`config.mk`:
```
export PLATFORM = sky130hd
export DESIGN_NAME = hazard_scoreboard
export DESIGN_NICKNAME = d
export VERILOG_FILES = /design/src/rtl/hazard_scoreboard_pkg.sv /design/src/rtl/hazard_scoreboard_md_busy_cnt.sv /design/src/rtl/hazard_scoreboard.sv
export SDC_FILE = /design/constraint.sdc
export NUM_CORES = 1
export LEC_CHECK = 0
export BUFFER_PORTS_ARGS = -buffer_cell sky130_fd_sc_hd__buf_2
export CAP_MARGIN = 20
export CORE_UTILIZATION = 30
export CTS_BUF_LIST = sky130_fd_sc_hd__clkbuf_2
export DETAILED_ROUTE_END_ITERATION = 7
export PLACE_DENSITY_LB_ADDON = 0.2
export SETUP_SLACK_MARGIN = 0.4
export SYNTH_ARGS = -nofsm -noshare
export SYNTH_HDL_FRONTEND = slang
export SYNTH_SLANG_ARGS = --single-unit
```
`constraint.sdc`:
```
create_clock -name clk -period 3.35 [get_ports clk]
set_input_delay 0.5025 -clock clk [delete_from_list [all_inputs] [get_ports clk]]
set_output_delay 0.5025 -clock clk [all_outputs]
set_load 0.005 [all_outputs]
```
`src/rtl/hazard_scoreboard_pkg.sv`:
```
// Shared constants for the hazard scoreboard: mult/div latencies, forwarding
// stage encoding and the NOTUSE sentinel of the Tuse/Tnew fields.
package hazard_scoreboard_pkg;

  localparam int unsigned REG_W        = 5;
  localparam int unsigned STAGE_W      = 3;
  localparam int unsigned MULT_CYC_DEF = 5;
  localparam int unsigned DIV_CYC_DEF  = 10;

  // Forwarding source index: 0 is the register file, 1..NSTAGE are E, M, W...
  localparam logic [STAGE_W-1:0] STG_RF = 3'd0;
  localparam logic [STAGE_W-1:0] STG_E  = 3'd1;
  localparam logic [STAGE_W-1:0] STG_M  = 3'd2;
  localparam logic [STAGE_W-1:0] STG_WB = 3'd3;

  // All-ones value of a tw-bit Tuse field marks an operand that is not read.
  function automatic int unsigned notuse(input int unsigned tw);
    return (32'd1 << tw) - 32'd1;
  endfunction

endpackage

```
`src/rtl/hazard_scoreboard_md_busy_cnt.sv`:
```
// Mult/div occupancy counter: loads the op latency on an accepted start and
// counts down to zero; busy while non-zero.
module md_busy_cnt
  import hazard_scoreboard_pkg::*;
#(
  parameter int unsigned MULT_CYC = MULT_CYC_DEF,
  parameter int unsigned DIV_CYC  = DIV_CYC_DEF
) (
  input  logic clk,
  input  logic reset,
  input  logic start,
  input  logic div,
  output logic busy
);

  localparam int unsigned MAX_CYC = (MULT_CYC > DIV_CYC) ? MULT_CYC : DIV_CYC;
  localparam int unsigned CW      = $clog2(MAX_CYC + 1);

  logic [CW-1:0] cnt;

  always_ff @(posedge clk or posedge reset) begin
    if (reset) begin
      cnt <= '0;
    end else if (start) begin
      cnt <= div ? CW'(DIV_CYC) : CW'(MULT_CYC);
    end else if (cnt != '0) begin
      cnt <= cnt - CW'(1);
    end
  end

  assign busy = (cnt != '0);

endmodule

```
`src/rtl/hazard_scoreboard.sv`:
```
// Pipeline hazard scoreboard: tracks in-flight destinations with their
// remaining Tnew, raises stall on operand/mult-div hazards and picks forward sources.
module hazard_scoreboard
  import hazard_scoreboard_pkg::*;
#(
  parameter int unsigned NSTAGE   = 3,
  parameter int unsigned TW       = 3,
  parameter int unsigned MULT_CYC = MULT_CYC_DEF,
  parameter int unsigned DIV_CYC  = DIV_CYC_DEF
) (
  input  logic               clk,
  input  logic               reset,
  input  logic               d_valid,
  input  logic [REG_W-1:0]   d_rs,
  input  logic [REG_W-1:0]   d_rt,
  input  logic [TW-1:0]      d_tuse_rs,
  input  logic [TW-1:0]      d_tuse_rt,
  input  logic [REG_W-1:0]   d_wa,
  input  logic [TW-1:0]      d_tnew,
  input  logic               d_md_start,
  input  logic               d_md_div,
  input  logic               d_md_use,
  output logic               stall,
  output logic [STAGE_W-1:0] fwd_rs_stage,
  output logic [STAGE_W-1:0] fwd_rt_stage,
  output logic               md_busy
);

  localparam logic [TW-1:0] NOTUSE = TW'(notuse(TW));

  logic                         accept;
  logic [NSTAGE:1][REG_W-1:0]   wa;
  logic [NSTAGE:1][TW-1:0]      tnew;
  logic [STAGE_W-1:0]           gov_rs, gov_rt;
  logic [TW-1:0]                tnew_rs, tnew_rt;
  logic                         haz_rs, haz_rt, haz_md;

  assign accept = d_valid & ~stall;

  // Per-stage destination tracker; stage 1 is E.
  for (genvar k = 1; k <= NSTAGE; k++) begin : g_stage
    logic [REG_W-1:0] wa_q;
    logic [TW-1:0]    tnew_q;

    if (k == 1) begin : g_head
      always_ff @(posedge clk or posedge reset) begin
        if (reset) begin
          wa_q   <= '0;
          tnew_q <= '0;
        end else if (accept) begin
          wa_q   <= d_wa;
          tnew_q <= d_tnew;
        end else begin
          wa_q   <= '0;
          tnew_q <= '0;
        end
      end
    end else begin : g_tail
      always_ff @(posedge clk or posedge reset) begin
        if (reset) begin
          wa_q   <= '0;
          tnew_q <= '0;
        end else begin
          wa_q   <= wa[k-1];
          tnew_q <= (tnew[k-1] == '0) ? '0 : tnew[k-1] - TW'(1);
        end
      end
    end

    assign wa[k]   = wa_q;
    assign tnew[k] = tnew_q;
  end

  md_busy_cnt #(
    .MULT_CYC (MULT_CYC),
    .DIV_CYC  (DIV_CYC)
  ) u_md_busy_cnt (
    .clk   (clk),
    .reset (reset),
    .start (accept & d_md_start),
    .div   (d_md_div),
    .busy  (md_busy)
  );

  // Scan from the oldest stage down so the nearest matching stage wins.
  always_comb begin
    gov_rs       = STG_RF;
    gov_rt       = STG_RF;
    tnew_rs      = '0;
    tnew_rt      = '0;
    haz_rs       = 1'b0;
    haz_rt       = 1'b0;
    haz_md       = 1'b0;
    stall        = 1'b0;
    fwd_rs_stage = STG_RF;
    fwd_rt_stage = STG_RF;

    for (int k = int'(NSTAGE); k >= 1; k--) begin
      if (wa[k] == d_rs) begin
        gov_rs  = STAGE_W'(k);
        tnew_rs = tnew[k];
      end
      if (wa[k] == d_rt) begin
        gov_rt  = STAGE_W'(k);
        tnew_rt = tnew[k];
      end
    end

    if (d_rs == '0 || d_tuse_rs == NOTUSE) gov_rs = STG_RF;
    if (d_rt == '0 || d_tuse_rt == NOTUSE) gov_rt = STG_RF;

    haz_rs = (gov_rs != STG_RF) && (tnew_rs > d_tuse_rs);
    haz_rt = (gov_rt != STG_RF) && (tnew_rt > d_tuse_rt);
    haz_md = d_valid & (d_md_use | d_md_start) & md_busy;
    stall  = haz_rs | haz_rt | haz_md;

    if (gov_rs != STG_RF && tnew_rs == '0) fwd_rs_stage = gov_rs;
    if (gov_rt != STG_RF && tnew_rt == '0) fwd_rt_stage = gov_rt;
  end

endmodule

```
==> metrics.txt, run 1 <==
status=finished with violations; failing checks=negative setup slack; Fin Hold WS=0.113 ns; RR Endpoint=u_md_busy_cnt.cnt[1]; Post-Layout Cell Count=333; vias in the first global route=about 1500; cell area power density=400 nW/µm²; YS warnings=0; vias=approximately 1500; mux share of post-synthesis cell area=1.34%; GRT Overall Usage=14.1%; RePlAce Congestion=around 0.77; Fillers=roughly 590; initial cell density of the core=31.3%; PortBufs=35; simple-gate portion of the synthesized area=20.6%; Max Freq=approximately 280 MHz; XOR/XNOR share of the synthesized area=15.0%; largest family of logic cells by synthesized area=simple AND/OR/NAND/NOR gates; Ant. Diodes=0; Mapped Avg Cell Area=9.96 µm²; Peak VDD IR=265 µV; # DRC=0; WL/cell=13.1 µm; first-pass GRT wire length=7000 µm; worst-skew pair later-pin latency=around 0.37 ns; number of flops mapped to enable cells by yosys=0; Clock Power Share=about 20%; period utilisation layout=107%; Setup crit end kind=primary output; Die X=between 80 and 90 µm; combinational power share=a little under two fifths; antenna viol nets, final=0; Mapped Cells=between 150 and 200; # setup viols final=4; IO Count=38; Area Growth Syn to Fin=38.1%; die area=~6500 µm²; Tot Pwr=1030 µW; crit path DAT=approximately 3.1 ns; P_sw=about 340 µW; R2R depth=18; Crit Path Category=flip-flop to primary output; compound-cell area share of the yosys netlist=12.8%; Site Rows=28; placed cell count=316; Critical path origin=g_stage[3].wa_q[1]; Worst setup SP type=flip-flop; MaxCap Viol Count=0; WL final=roughly 4400 µm; Crit Path Max Fanout=5; initial antenna violation count=0; Layout Utilization=a little over two fifths; drt first pass iters=4; mapped cell area=between 1500 and 2000 µm²; post-route worst setup slack=-0.238 ns; CTS tree=built; min Tclk post-route=approximately 3.6 ns; clock slew at reported path FFs=approximately 0.29 ns; FF+latch count, synth=28; GR Overflow Total=0; Sw Ratio=roughly a third; P_leak=roughly 0.0013 µW; fin. max-slew vios=0; worst-margin pin slew=between 0.5 and 0.6 ns; Num CTS Buffers=3; DP HPWL=3330 µm; Seq pwr share=roughly 43%; Max-slew headroom=roughly 63%; RSZ-0062 raised after global routing=yes; Int Pwr=692 µW; CP endpoint=stall; CP required=2.85 ns; Adder-Cell Fraction of Synth Area=8.06%; Unique masters post-synth=31; 1st-iter DRT viols=50; H-tree levels=1; Clock Skews=0.0204 ns; R2R Setup Slk=-0.17 ns; root buf cell=clkbuf_2; Post-synth top flop=dfrtp_1; layout cells sized above 1=39.5%; HP Class=input pin to async pin; Reg2Reg Launch Point=g_stage[3].wa_q[1]; fraction of registers with async set/reset=between 90% and 100%; Die Y=just over 80 µm; Core Box Area=5960 µm²; CTS max path bufs=2; post-synthesis sequential area ratio=about 38%; drt via density=4.64; Hold Vio Cnt, Final=0; Sink Count=28; nets=between 300 and 400; largest net degree at the start of global routing=29
what timing repair did:
item / in CTS / in global routing
buffers inserted: 5 / 7
hold endpoints to repair: 0 / 0
hold buffers: 0 / 0
pin swaps: 4 / 9
setup endpoints to repair: 6 / 17
gates resized for setup: 15 / 17
layer usage:
metal  vias up  routed length [µm]  global-route usage [%]
met4         0                  34                    3.75
met1       721                2100                    19.4
li1        783                   -                       -
met3         2                 180                    1.80
met5         -                   0                       0
met2        39                2050                    23.4
cell usage in the layout, fill, tap and decap left out, types with 2 or more instances in the layout:
cell       n
and3_1     8
nor2_1    10
xnor2_1    9
nor3_1     4
o21ai_0    5
ha_1      11
nor4_2     2
dfrtp_2    2
conb_1     2
clkbuf_2   3
buf_4     22
nand2_1    9
a31oi_4    2
xor2_1    19
o311ai_1   3
and2_4     2
buf_6     10
dfrtp_1   26
inv_1     18
o21a_1     7
buf_2     35
nand3_1   12
xor2_2     4
a32oi_1    2
o211ai_1   2
nor3_4     4
nor4_1     2
nand3_2    3
nor3_2     3
metrics by stage:
step                      cell area (µm²)  setup TNS [ns]  setup slack, ns
final                                2570          -0.598           -0.238
after global routing                 2570           -1.38           -0.445
after CTS                            2430          -0.310           -0.211
after detailed placement             2270          -0.163          -0.0847
after global placement               2270         -0.0784          -0.0397
after floorplan                      1870               0            0.240
final cells by class:
cell class / instances / area (µm²) / share of cell area [%]
well taps: 75 / 93.8 / 3.65
clock buffers: 3 / 15.0 / 0.583
multi-input cells: 140 / 1200 / 46.5
clock inverters: 1 / 30.0 / 1.17
inverters: 18 / 67.6 / 2.63
flip-flops and latches: 28 / 703 / 27.3
repair buffers: 68 / 468 / 18.2
registers in the layout, indices dropped and copies added (netlist names):
name               flops
u_md_busy_cnt.cnt      4
g_stage.wa_q          15
g_stage.tnew_q         9
worst min-delay path by stage:
| stage | from | slack, ns | to |
|---|---|---|---|
| floorplan | g_stage[1].wa_q[0] | 0.41 | g_stage[2].wa_q[0] |
| global placement | g_stage[2].wa_q[3] | 0.43 | g_stage[3].wa_q[3] |
| detailed placement | g_stage[1].wa_q[0] | 0.43 | g_stage[2].wa_q[0] |
| CTS | d_wa[3] | 0.32 | g_stage[1].wa_q[3] |
| global route | reset | 0.13 | g_stage[1].wa_q[4] |
| finish | reset | 0.11 | g_stage[1].wa_q[4] |
power groups by stage:
stage / clock [µW] / combinational, µW / sequential [µW]
2_1_floorplan: 0 / 242 / 430
3_3_place_gp: 0 / 335 / 444
3_5_place_dp: 0 / 338 / 444
4_1_cts: 212 / 360 / 439
5_1_grt: 225 / 426 / 446
6_report: 207 / 382 / 440
critical path: stages, from the launching register on:
cell	delay, ns
dfrtp_1	0.48
buf_6	0.13
xor2_1	0.16
nor3_2	0.18
nand3_2	0.13
o311ai_1	0.25
o21a_2	0.23
ha_4	0.21
nor2b_4	0.12
o21a_1	0.16
o211ai_1	0.28
a31oi_4	0.09
nor3_4	0.14
inv_1	0.05
buf_2	0.12
synthesized netlist by cell type, types with 2 or more instances:
cell type,number,area [µm²]
xnor2_1,9,78.8
buf_4,2,15.0
nor2_1,11,41.3
nand3_1,12,60.1
inv_1,18,67.6
and3_1,8,50.1
a32oi_1,2,17.5
nand2_1,9,33.8
dfrtp_1,28,701
nor2b_1,2,12.5
nor3_1,7,35.0
nor4_1,4,25.0
ha_1,12,150
o21a_1,7,52.6
and2_4,2,17.5
o311ai_0,6,52.6
nor3_4,4,65.1
a31oi_4,2,42.5
o21ai_0,5,25.0
o211ai_1,2,15.0
nand3_2,3,30.0
xor2_1,23,201
logic make-up (layout without fill, tap and decap cells):
logic type	count (synthesis)	after routing
flops	28	28
xor+xnor	32	32
mux	2	2
fa+ha+maj	12	12
simple gates	64	64
compound gates	28	28
other cells	1	2
buf+inv	20	90
Note: power is estimated with default switching activity, not from simulation.
==> inputs of run 2 (changes only) <==
--- a/config.mk
+++ b/config.mk
@@ -5,12 +5,13 @@
 export SDC_FILE = /design/constraint.sdc
 export NUM_CORES = 1
 export LEC_CHECK = 0
+export ABC_AREA = 1
 export BUFFER_PORTS_ARGS = -buffer_cell sky130_fd_sc_hd__buf_2
 export CAP_MARGIN = 20
 export CORE_UTILIZATION = 30
 export CTS_BUF_LIST = sky130_fd_sc_hd__clkbuf_2
 export DETAILED_ROUTE_END_ITERATION = 7
-export PLACE_DENSITY_LB_ADDON = 0.2
+export PLACE_DENSITY = 0.48
 export SETUP_SLACK_MARGIN = 0.4
 export SYNTH_ARGS = -nofsm -noshare
 export SYNTH_HDL_FRONTEND = slang
==> run 2 against run 1 <==
- the run still ends with negative setup slack left
- register-to-register slack improved by 0.70 ns
- sequential cell count unchanged
- global-route usage decreased by 0.28 points
- critical path depth increased by 4
- clock power about the same
==> metrics.txt, run 2 <==
crit path DAT=about 2.9 ns; max FFs per register=15; Crit Path Category=flip-flop to primary output; first-pass GRT wire length=approximately 7000 µm; mapped cell area=around 2000 µm²; CTS tree=built; commonest cells after routing, fill and taps aside=57 x nand2_1, 46 x inv_1, 34 x buf_2, 30 x nor2_1, 28 x dfrtp_1; YS warnings=0; CP most frequent cell=buf_4; IO Count=38; H-tree levels=1; Post-Layout Cell Count=roughly 400; Hold Vio Cnt, Final=0; P_leak=approximately 0.0014 µW; period utilisation layout=100%; GRT Overall Usage=between 10% and 20%; CP max stage delay=slightly below 0.5 ns; Post-synth top cells=58 x nand2_1, 49 x inv_1, 32 x nor2_1; family with the most delay on the worst path=buffers and inverters; Sink Count=28; worst slack at placement=around 0.14 ns; Max Freq=approximately 300 MHz; ranking of synthesized cells by area=dfrtp_1 36%, nand2_1 11%, inv_1 9.4%; Reg2Reg Launch Point=g_stage[2].wa_q[0]; worst-skew pair later-pin latency=0.37 ns; CP bufs+invs=10; Tot Pwr=between 1000 and 1500 µW; Post-synth top flop=dfrtp_1; Peak VDD IR=between 150 and 200 µV; vias in the first global route=approximately 1500; Num CTS Buffers=3; initial cell density of the core=between 30 and 40%; Mapped Cells=around 260; failing checks=negative setup slack; Unique masters post-synth=30; Largest Register=g_stage.wa_q; Worst setup SP type=flip-flop; Max-slew headroom=between 50% and 60%; min Tclk post-route=3.36 ns; Clock Skews=around 0.0066 ns; Area Growth Syn to Fin=27.1%; slowest CP cell=dfrtp_1; layout cells sized above 1=between 20% and 30%; nets=358; Critical path origin=g_stage[2].wa_q[0]; most common cell after layout, fill and taps aside=nand2_1; placed cell count=374; drt first pass iters=4; largest net degree at the start of global routing=29; fraction of registers with async set/reset=between 90% and 100%; antenna viol nets, final=0; Die Y=between 80 and 90 µm; Crit Path Max Fanout=4; clock slew at reported path FFs=about 0.28 ns; Fin Hold WS=about 0.14 ns; largest registers=g_stage.wa_q: 15 flops, g_stage.tnew_q: 9 flops, u_md_busy_cnt.cnt: 4 flops; hold_buf cts=0; # DRC=0; most common cell in the netlist=nand2_1; WL final=4320 µm; vias=approximately 1700; root buf cell=clkbuf_2; post-synthesis sequential area ratio=35.9%; 1st-iter DRT viols=69; WL/cell=11.0 µm; Setup crit end kind=primary output; CP required=about 2.9 ns; status=finished with violations; initial antenna violation count=0; RSZ-0062 raised after global routing=yes; PortBufs=35; cell taking the most area after synthesis=dfrtp_1; # setup viols final=1; die area=approximately 6800 µm²; drt via density=roughly 4.3; Synth top area share=a little over a third; worst-margin pin slew=between 0.6 and 0.7 ns; MaxCap Viol Count=0; DP HPWL=~3400 µm; number of flops mapped to enable cells by yosys=0; cell area power density=just over 400 nW/µm²; Ant. Diodes=0; Mapped Avg Cell Area=7.44 µm²; RePlAce Congestion=approximately 0.8; FF+latch count, synth=28; CP cell instances=xor2_1, nor2_1, nand3_1, buf_4, o211ai_1, o21ai_1, buf_4, buf_4, buf_4, buf_4, buf_4, buf_4, buf_4, nand2_1, nor2_1, nand3_1, inv_1, buf_2; total negative slack=-0.00525 ns; post-route worst setup slack=-0.00525 ns; HP Class=input pin to async pin; GR Overflow Total=0; Die X=82.6 µm; CTS max path bufs=2; fin. max-slew vios=0; Core Box Area=between 6000 and 7000 µm²; Site Rows=29
-- run 2: changes by cell type in the layout (fill, tap and decap cells not counted), moves of 4 or more --
cell,change
inv_1,+28
o21a_1,-7
nand2_2,+5
buf_4,-8
xor2_1,-4
nand2_1,+48
nor2_1,+20
and3_1,-8
o21ai_0,+6
xor2_2,-4
buf_6,-9
nor3_4,-4
inv_2,+8
-- run 2: layer usage --
metal / track usage [%] / wire length [µm] / up-vias
li1: - / - / 904
met1: 19.5 / 2190 / 732
met2: 21.7 / 1870 / 29
met3: 1.87 / 194 / 4
met4: 4.66 / 59 / 0
met5: 0 / 0 / -
-- run 2: per-stage QoR --
step	area, µm²	util, %
floorplan	1950	-
global placement	2220	35.1
detailed placement	2220	35.1
CTS	2370	37.5
global route	2480	39.2
finish	2480	39.2
-- run 2: timing repair --
| action | in CTS | in global routing |
|---|---|---|
| pin swaps | 2 | 6 |
| endpoints found under the setup margin | 1 | 15 |
| gates resized for setup | 7 | 13 |
| setup buffers | 9 | 4 |
-- run 2: final cells by class --
| cell class | instances | area, µm² |
|---|---|---|
| Tap cell | 77 | 96.3 |
| Multi-Input combinational cell | 179 | 1120 |
| Inverter | 54 | 203 |
| Clock buffer | 3 | 15.0 |
| Timing Repair Buffer | 50 | 314 |
| Fill cell | 698 | 3840 |
| Clock inverter | 1 | 30.0 |
| Sequential cell | 28 | 701 |
-- run 2: power breakdown --
part / switching, µW / internal [µW] / total (µW)
Clock: 105 / 103 / 208
Combinational: 197 / 162 / 359
Sequential: 45.2 / 391 / 436
Total: 348 / 655 / 1000
-- run 2: worst paths after layout --
kind                                        end  slack (ns)  depth (start not counted)
max                             fwd_rs_stage[0]      -0.005                         18
min                          g_stage[1].wa_q[3]        0.14                          2
max reg2reg                u_md_busy_cnt.cnt[2]        0.53                         21
min reg2reg                  g_stage[3].wa_q[4]        0.49                          0
max in group asynchronous  g_stage[2].tnew_q[1]        2.74                          3
min in group clk             g_stage[1].wa_q[4]        0.28                          3
-- run 2: logic make-up after synthesis --
group                    after synthesis  share of synthesized area, %
adder cells (fa/ha/maj)               12                          7.70
buffers and inverters                 56                          11.2
AO/OA/AOI/OAI                         27                          8.28
AND/OR/NAND/NOR                      115                          26.4
XOR/XNOR                              23                          10.3
other                                  1                         0.192
flip-flops                            28                          35.9
==> inputs of run 3 (changes only) <==
==> constraint.sdc (replaced) <==
create_clock -name clk -period 3.2 [get_ports clk]
set_input_delay 0.48 -clock clk [delete_from_list [all_inputs] [get_ports clk]]
set_output_delay 0.48 -clock clk [all_outputs]
set_load 0.005 [all_outputs]
==> run 3 against run 2 <==
- the flow still finishes with violations (negative setup slack)
- final area rose by 3.8%
- critical path depth unchanged
- wire length rose by 5.1%
- clock power increased by 3%
- worst hold slack got worse by 0.032 ns
- cell count increased by 2.0%
- die area unchanged
- first-iteration DRC count up 36%
- global-route usage increased by 0.54 points
- worst setup slack worse by 0.14 ns
- largest cell class unchanged
==> metrics.txt, run 3 (synthesis gave the netlist of run 2 again) <==
status=finished with violations; failing checks=negative setup slack; HP Class=input pin to async pin; Tot Pwr=about 1100 µW; 1st-iter DRT viols=94; post-route worst setup slack=-0.142 ns; # setup viols final=2; Sink Count=28; Int Pwr=between 600 and 700 µW; most common cell after layout, fill and taps aside=nand2_1; Die Y=82.6 µm; RSZ-0062 raised after global routing=yes; H-tree levels=1; Hold Vio Cnt, Final=0; DP HPWL=3510 µm; Sw Ratio=35.0%; CTS tree=built; Area Growth Syn to Fin=32.0%; worst-skew pair later-pin latency=roughly 0.37 ns; Largest Register=g_stage.wa_q; crit path DAT=between 2 and 3 ns; combinational power share=between 30% and 40%; RePlAce Congestion=0.786; PortBufs=35; Crit Path Category=flip-flop to primary output; nets=around 370; commonest cells after routing, fill and taps aside=47 x nand2_1, 44 x inv_1, 35 x buf_2, 29 x nor2_1, 28 x dfrtp_1; Die X=roughly 83 µm; drt first pass iters=4; GRT Overall Usage=between 10 and 15%; Peak VDD IR=162 µV; Site Rows=29; first-pass GRT wire length=7360 µm; CP required=2.72 ns; largest registers=g_stage.wa_q: 15 flops, g_stage.tnew_q: 9 flops, u_md_busy_cnt.cnt: 4 flops; Finished Cell Area=about 2600 µm²; initial antenna violation count=0; Core Box Area=about 6300 µm²; Num CTS Buffers=3; root buf cell=clkbuf_2; vias=roughly 1700; max FFs per register=15; WL/cell=11.3 µm; worst slack at placement=roughly 0.015 ns; period utilisation layout=104%; GR Overflow Total=0; Seq pwr share=a little over two fifths; Clock Skews=~0.018 ns; CTS max path bufs=2; MaxCap Viol Count=0; cell area power density=~400 nW/µm²; die area=~6800 µm²; IO Count=38; Worst setup SP type=flip-flop; antenna viol nets, final=0; layout cells sized above 1=between 30% and 40%; Max Freq=between 200 and 300 MHz; initial cell density of the core=a little under a third; P_leak=0.00146 µW; fin. max-slew vios=0; Crit Path Max Fanout=4; Post-Place Cell Area=2240 µm²; P_sw=roughly 370 µW; min Tclk post-route=3.34 ns; Ant. Diodes=0; vias in the first global route=between 1500 and 2000; # DRC=0; Setup crit end kind=primary output; largest net degree at the start of global routing=29; WL final=about 4500 µm; drt via density=around 4.4; Clock Power Share=between 20 and 25%; clock slew at reported path FFs=about 0.28 ns
run 3: changes by cell type in the layout (fill, tap and decap cells not counted), sizes merged:
cell and change:
buf +8
run 3: power groups by stage:
stage / clock [µW] / combinational (µW) / sequential (µW)
final: 215 / 388 / 457
after global routing: 238 / 449 / 465
after CTS: 224 / 362 / 458
after detailed placement: 0 / 332 / 465
after global placement: 0 / 331 / 465
after floorplan: 0 / 246 / 450
run 3: routing by layer:
metal	share of wire, %	track usage [%]	up-vias	wire, µm
li1	-	-	920	-
met5	0	0	-	0
met3	3.2	1.54	6	144
met1	51	20.2	788	2300
met2	45	23.1	34	2030
met4	1.5	4.66	0	68
run 3: worst max-delay path, cell delays in order, from the launching register on:
cell      delay, ns
dfrtp_1        0.49
xor2_1         0.17
nor2_1         0.12
nand3_1        0.13
nand2_2        0.09
inv_2          0.04
nand2_1        0.05
o211ai_1       0.09
o21ai_1        0.12
inv_1          0.09
ha_4           0.29
nand2_2        0.05
nor2_2         0.09
a211oi_2       0.05
a31oi_1        0.19
a21boi_2       0.24
nor2_4         0.04
inv_1          0.04
buf_2          0.10
run 3: cell type report:
class | instances | area, µm²
fillers | 675 | 3740
flip-flops and latches | 28 | 701
inverters | 54 | 203
repair buffers | 58 | 355
multi-input cells | 179 | 1170
clock buffers | 3 | 15.0
well taps | 77 | 96.3
clock inverters | 1 | 30.0
run 3: repair_timing:
action,in CTS,in global routing
hold buffers,0,0
endpoints found under the setup margin,1,16
hold endpoints to repair,0,0
gates cloned,0,0
setup buffers,14,5
gates resized for setup,16,27
pin swaps,13,16
run 3: final timing paths:
path / startpoint / to / slack (ns) / cells past startpoint
min in group clk: d_wa[2] / g_stage[1].wa_q[2] / 0.26 / 3
worst max register to register: g_stage[2].wa_q[2] / u_md_busy_cnt.cnt[2] / 0.39 / 19
worst min register to register: g_stage[2].wa_q[4] / g_stage[3].wa_q[4] / 0.48 / 0
worst max-delay path: g_stage[2].wa_q[2] / stall / -0.14 / 18
worst min-delay path: reset / g_stage[1].wa_q[2] / 0.11 / 3
max in group asynchronous: reset / g_stage[3].tnew_q[1] / 2.82 / 3
run 3: metrics by stage:
| step | hold WS [ns] | cells | setup TNS, ns | util, % |
|---|---|---|---|---|
| after floorplan | 0.409 | 263 | 0 | - |
| after global placement | 0.428 | 377 | 0 | 35.5 |
| after detailed placement | 0.432 | 377 | 0 | 35.5 |
| after CTS | 0.109 | 395 | -0.0763 | 39.0 |
| after global routing | 0.105 | 400 | -0.884 | 40.7 |
| final | 0.110 | 400 | -0.214 | 40.7 |
